`src/rtl/mem_defs.sv`:
```
// Shared encodings for the multi-cycle MEM stage: memrw codes, FSM states, default bank split.
// Pure definitions; no timing or flow control of its own.
package mem_defs;

  typedef enum logic [1:0] {
    MEM_NONE  = 2'b00,
    MEM_LOAD  = 2'b01,
    MEM_STORE = 2'b10,
    MEM_RSVD  = 2'b11
  } memrw_e;

  typedef enum logic [1:0] {
    ST_IDLE   = 2'b00,
    ST_ACCESS = 2'b01,
    ST_DONE   = 2'b10
  } state_e;

  localparam logic [15:0] BANK_SPLIT_DEF = 16'h8000;
  localparam int          CNT_W          = 4;

  function automatic logic is_mem_op(input logic [1:0] rw);
    return (rw == MEM_LOAD) || (rw == MEM_STORE);
  endfunction

endpackage

```
`src/rtl/sram_port.sv`:
```
// Strobe/address/data driver for one SRAM bank; purely combinational from the controller's phase.
// Bank is idle (strobes high, bus released, addr/data zero) whenever it is not selected.
module sram_port #(
  parameter int DATA_W = 16,
  parameter int ADDR_W = 16
) (
  input  logic              sel_i,
  input  logic              is_store_i,
  input  logic              last_i,
  input  logic [ADDR_W-1:0] addr_i,
  input  logic [DATA_W-1:0] wr_data_i,
  output logic              ce_o,
  output logic              re_o,
  output logic              we_o,
  output logic              oe_o,
  output logic [ADDR_W-1:0] addr_o,
  output logic [DATA_W-1:0] data_o
);

  always_comb begin
    ce_o   = 1'b1;
    re_o   = 1'b1;
    we_o   = 1'b1;
    oe_o   = 1'b0;
    addr_o = '0;
    data_o = '0;
    if (sel_i) begin
      ce_o   = 1'b0;
      addr_o = addr_i;
      if (is_store_i) begin
        oe_o   = 1'b1;
        data_o = wr_data_i;
        // we rises on the last access cycle so data is held past the write edge
        we_o   = last_i;
      end else begin
        re_o = 1'b0;
      end
    end
  end

endmodule

```
`src/rtl/mem_ctrl.sv`:
```
// Multi-cycle MEM stage: routes loads/stores to ram1/ram2 by address with WAIT_CYCLES access cycles.
// Non-memory ops pass through with zero latency; memory ops hold stall_req for WAIT_CYCLES+1 cycles.
module mem_ctrl
  import mem_defs::*;
#(
  parameter int              DATA_W      = 16,
  parameter int              ADDR_W      = 16,
  parameter int              REG_W       = 4,
  parameter int              WAIT_CYCLES = 2,
  parameter logic [ADDR_W-1:0] BANK_SPLIT = ADDR_W'(BANK_SPLIT_DEF)
) (
  input  logic              clk,
  input  logic              rst,
  input  logic              we_i,
  input  logic [REG_W-1:0]  waddr_i,
  input  logic [DATA_W-1:0] wdata_i,
  input  logic [DATA_W-1:0] memdata_i,
  input  logic [1:0]        memrw_i,
  input  logic [ADDR_W-1:0] memaddr_i,
  output logic              we_o,
  output logic [REG_W-1:0]  waddr_o,
  output logic [DATA_W-1:0] wdata_o,
  input  logic [DATA_W-1:0] ram1_data_i,
  output logic [DATA_W-1:0] ram1_data_o,
  output logic              ram1_oe_o,
  output logic [ADDR_W-1:0] ram1_addr_o,
  output logic              ram1_ce_o,
  output logic              ram1_re_o,
  output logic              ram1_we_o,
  input  logic [DATA_W-1:0] ram2_data_i,
  output logic [DATA_W-1:0] ram2_data_o,
  output logic              ram2_oe_o,
  output logic [ADDR_W-1:0] ram2_addr_o,
  output logic              ram2_ce_o,
  output logic              ram2_re_o,
  output logic              ram2_we_o,
  output logic              stall_req,
  output logic              err_o
);

  state_e              state_q, state_d;
  logic [CNT_W-1:0]    cnt_q, cnt_d;
  logic [ADDR_W-1:0]   addr_q, addr_d;
  logic [DATA_W-1:0]   sdata_q, sdata_d;
  logic [DATA_W-1:0]   wdata_q, wdata_d;
  logic [DATA_W-1:0]   rdata_q, rdata_d;
  logic [REG_W-1:0]    waddr_q, waddr_d;
  logic                we_q, we_d;
  logic                store_q, store_d;
  logic                bank_q, bank_d;

  logic in_access;
  logic last;

  assign in_access = (state_q == ST_ACCESS);
  assign last      = (cnt_q == CNT_W'(WAIT_CYCLES - 1));

  always_comb begin
    state_d   = state_q;
    cnt_d     = cnt_q;
    addr_d    = addr_q;
    sdata_d   = sdata_q;
    wdata_d   = wdata_q;
    rdata_d   = rdata_q;
    waddr_d   = waddr_q;
    we_d      = we_q;
    store_d   = store_q;
    bank_d    = bank_q;
    stall_req = 1'b0;
    err_o     = 1'b0;
    we_o      = 1'b0;
    waddr_o   = '0;
    wdata_o   = '0;

    case (state_q)
      ST_IDLE: begin
        if (is_mem_op(memrw_i)) begin
          stall_req = !rst;
          addr_d    = memaddr_i;
          sdata_d   = memdata_i;
          wdata_d   = wdata_i;
          waddr_d   = waddr_i;
          we_d      = we_i;
          store_d   = (memrw_i == MEM_STORE);
          bank_d    = (memaddr_i >= BANK_SPLIT);
          cnt_d     = '0;
          state_d   = ST_ACCESS;
        end else begin
          we_o    = we_i;
          waddr_o = waddr_i;
          wdata_o = wdata_i;
          err_o   = (memrw_i == MEM_RSVD) && !rst;
        end
      end
      ST_ACCESS: begin
        stall_req = 1'b1;
        cnt_d     = cnt_q + CNT_W'(1);
        if (last) begin
          if (!store_q) rdata_d = bank_q ? ram2_data_i : ram1_data_i;
          cnt_d   = '0;
          state_d = ST_DONE;
        end
      end
      ST_DONE: begin
        // the stalled instruction is still on memrw_i here, so it must not be re-issued
        we_o    = we_q;
        waddr_o = waddr_q;
        wdata_o = store_q ? wdata_q : rdata_q;
        state_d = ST_IDLE;
      end
      default: state_d = ST_IDLE;
    endcase
  end

  always_ff @(posedge clk) begin
    if (rst) begin
      state_q <= ST_IDLE;
      cnt_q   <= '0;
      addr_q  <= '0;
      sdata_q <= '0;
      wdata_q <= '0;
      rdata_q <= '0;
      waddr_q <= '0;
      we_q    <= 1'b0;
      store_q <= 1'b0;
      bank_q  <= 1'b0;
    end else begin
      state_q <= state_d;
      cnt_q   <= cnt_d;
      addr_q  <= addr_d;
      sdata_q <= sdata_d;
      wdata_q <= wdata_d;
      rdata_q <= rdata_d;
      waddr_q <= waddr_d;
      we_q    <= we_d;
      store_q <= store_d;
      bank_q  <= bank_d;
    end
  end

  sram_port #(.DATA_W(DATA_W), .ADDR_W(ADDR_W)) u_ram1 (
    .sel_i      (in_access && !bank_q),
    .is_store_i (store_q),
    .last_i     (last),
    .addr_i     (addr_q),
    .wr_data_i  (sdata_q),
    .ce_o       (ram1_ce_o),
    .re_o       (ram1_re_o),
    .we_o       (ram1_we_o),
    .oe_o       (ram1_oe_o),
    .addr_o     (ram1_addr_o),
    .data_o     (ram1_data_o)
  );

  sram_port #(.DATA_W(DATA_W), .ADDR_W(ADDR_W)) u_ram2 (
    .sel_i      (in_access && bank_q),
    .is_store_i (store_q),
    .last_i     (last),
    .addr_i     (addr_q),
    .wr_data_i  (sdata_q),
    .ce_o       (ram2_ce_o),
    .re_o       (ram2_re_o),
    .we_o       (ram2_we_o),
    .oe_o       (ram2_oe_o),
    .addr_o     (ram2_addr_o),
    .data_o     (ram2_data_o)
  );

endmodule

```
`config.mk`:
```
export PLATFORM = sky130hd
export DESIGN_NAME = mem_ctrl
export DESIGN_NICKNAME = d
export VERILOG_FILES = /design/src/rtl/mem_defs.sv /design/src/rtl/sram_port.sv /design/src/rtl/mem_ctrl.sv
export SDC_FILE = /design/constraint.sdc
export NUM_CORES = 1
export LEC_CHECK = 0
export BUFFER_PORTS_ARGS = -buffer_cell sky130_fd_sc_hd__buf_2
export CORE_UTILIZATION = 35
export CTS_BUF_LIST = sky130_fd_sc_hd__clkbuf_4 sky130_fd_sc_hd__clkbuf_8
export DETAILED_ROUTE_END_ITERATION = 16
export SKIP_CTS_REPAIR_TIMING = 1
export SLEW_MARGIN = 20
export SYNTH_ARGS = -nofsm -noshare
export SYNTH_HDL_FRONTEND = slang
export SYNTH_SLANG_ARGS = --single-unit
```
`constraint.sdc`:
```
create_clock -name clk -period 1.9 [get_ports clk]
set_input_delay 0.19 -clock clk [delete_from_list [all_inputs] [get_ports clk]]
set_output_delay 0.19 -clock clk [all_outputs]
set_load 0.01 [all_outputs]
```
==> flow_summary.ini <==
[synthesis]
yosysWarnings = 0
synth-edff-count = 0
synth_top_flop_cell = dfxtp_1
async_flop_share_pct = 0
ys_seq_area_share_pct = 39.19
syn_area_per_cell_sq_um = 7.868
synth_area_sq_um = 3934
ys_seq_elements = 77
yosysUniqueCellTypes = 32
mappedNetlistNets = 593
synthCells = 500

[timing]
finalCritPeriodShare_pct = 95.19
drv_slew = 0
hold_viol = 0
fin_hold_ws_ps = 69.14
slew-limit-headroom_pct = 78.42
fmax_mhz = 552.9
fin_skew_ps = 7.834
finalWorstSetupSlack_ps = 91.42
layout_min_cycle_time_ps = 1809
tightest_slew_ps = 323.8
setup_violations = 0

[die]
design.core.area_sq_um = 10890
die_x_microns = 108.0
die_h_microns = 108.0
rows = 38
io_pins = 184
initial_utilization_pct = 36.13
die_area_sq_um = 11670

[detailed_routing]
drtIter0Drc = 233
vias = 4056
wirelength_mm = 11.49
drc = 0
wl_per_cell_microns = 14.05
via_per_inst = 4.958
drtPass1Iterations = 4
antenna_left = 0

[grt]
grt_max_degree = 36
grt_pass1_vias = 3703
track_usage_pct = 19.53
grt_overflow = 0
antenna_found_initial = 0
grt_pass1_wl_mm = 17.86

[clocking]
clock_sink_count = 77
clock-root-buffer = clkbuf_8
clk_pin_slew_ps = 90
clock_path_buffers = 2
cts_inserted_buffers = 9
htreeDepth = 3
clock_latency_ps = 350
cts_tree = built

[power]
p_leak_uw = 0.002516
switching_share_pct = 30.25
cell_internal_pwr_uw = 2908
clockPowerShare_pct = 33.9
switchingPower_uw = 1261
power_density_nw_per_um2 = 783.1
p_comb_share_pct = 22.1
seqPwrFrac_pct = 44.0
peakVddDrop_uv = 378.6
finalPower_uw = 4169

[cells_and_area]
layout-drive-gt1-share_pct = 35.99
nets = 766
diodes = 0
areaGrowthSynthToFinish_pct = 35.34

[setup_path]
start_kind = register
r2r-start = cnt_q[0]$_SDFFE_PP0P_
crit_fanout = 6
cp.required_ps = 1710
critPathSlowestCell = or3b_4
path_cells = ha_1 -> or3b_4 -> nand3_1 -> buf_2
critical_path_class = reg -> out
cp-startpoint = cnt_q[0]$_SDFFE_PP0P_
setup.worst_path.end_class = primary output
max_stage_delay_ps = 430
arrival_ps = 1620

[flow_run]
drv_cap = 0

[place]
port_buffers = 183
dp_hpwl_mm = 8.158
post-place-ws_ps = 93.52
place_congestion = 0.7906

[hold_path]
worstHoldStart = memaddr_i[7]
hp-class = in -> reg

[outcome]
status = finished clean
-- cells in the mapped netlist, types with 5 or more instances --
library cell | number | area [sq um]
a211oi_1 | 10 | 75.07
and3_1 | 33 | 206.5
mux2i_1 | 32 | 320.3
a21oi_1 | 75 | 375.4
nor2_1 | 5 | 18.77
and2_1 | 34 | 212.7
buf_2 | 17 | 85.08
clkbuf_1 | 21 | 78.83
dfxtp_1 | 77 | 1541
a22o_1 | 5 | 43.79
or3_1 | 5 | 31.28
o21ai_0 | 19 | 95.09
a211oi_2 | 6 | 75.07
nand2_1 | 126 | 473.0
-- worst max-delay path, delay by kind of cell (launching register included) --
kind	cells	cell delay, ps
buf+inv	1	140
fa+ha+maj	1	180
flops	1	390
simple gates	2	560
-- logic make-up after synthesis --
| kind of cell | Yosys count | synth area share, % |
|---|---|---|
| fa+ha+maj | 4 | 1.272 |
| compound gates | 117 | 17.24 |
| mux | 32 | 8.143 |
| flops | 77 | 39.19 |
| buf+inv | 48 | 5.884 |
| simple gates | 222 | 28.28 |
-- sequential cells by signal, indices dropped and copies added, names as in the netlist --
| name | count |
|---|---|
| addr_q | 16 |
| rdata_q | 16 |
| sdata_q | 16 |
| wdata_q | 16 |
| cnt_q | 4 |
| waddr_q | 4 |
| state_q | 2 |
| bank_q | 1 |
| store_q | 1 |
| we_q | 1 |
-- worst paths after layout --
path / to / slack (ps) / depth (start not counted)
worst max-delay path: ram1_we_o / 90 / 4
worst min-delay path: addr_q[7]$_SDFFE_PP0P_ / 70 / 3
worst max register to register: rdata_q[1]$_SDFFE_PP0P_ / 320 / 5
worst min register to register: wdata_q[15]$_SDFFE_PP0P_ / 460 / 2
-- power groups by stage --
stage | Combinational, uW | Clock (uW) | Sequential (uW)
after floorplan | 573 | 0 | 1820
after global placement | 888 | 0 | 1860
after detailed placement | 905 | 0 | 1870
after CTS | 908 | 1460 | 1830
after global routing | 1020 | 1530 | 1860
final | 920 | 1410 | 1840
-- stage by stage --
step	setup TNS, ps	util [%]	instance area, sq um	std cells
2_1_floorplan	0	-	3934	500
3_3_place_gp	0	46.24	5035	800
3_5_place_dp	0	46.24	5035	800
4_1_cts	-8926	48.32	5261	816
5_1_grt	-21.02	48.90	5324	818
6_report	0	48.90	5324	818
-- per-layer routing --
metal / global-route usage (%) / vias up / routed length (microns)
met5: 0 / - / 0
met4: 7.045 / 0 / 151
met3: 3.858 / 13 / 476
met2: 33.53 / 103 / 5748
met1: 24.14 / 1898 / 5116
li1: - / 2042 / -
-- cell type report --
class	count	area, sq um
timing repair buffer	206	1162
tap	140	175.2
fill	1069	5564
inverter	4	15.01
multi-input combinational	375	2191
clock inverter	6	95.09
sequential	77	1554
clock buffer	10	131.4
-- placed cells by master (no fill, tap or decap), types with 5 or more instances in the layout --
cell type	n
a211oi_1	10
a211oi_2	6
a21oi_1	75
a22o_1	5
and2_1	34
and3_1	33
buf_12	5
buf_2	183
buf_4	15
clkbuf_8	9
dfxtp_1	73
mux2i_1	32
nand2_1	126
o21ai_0	19
Power figures use the tool's default switching activity.
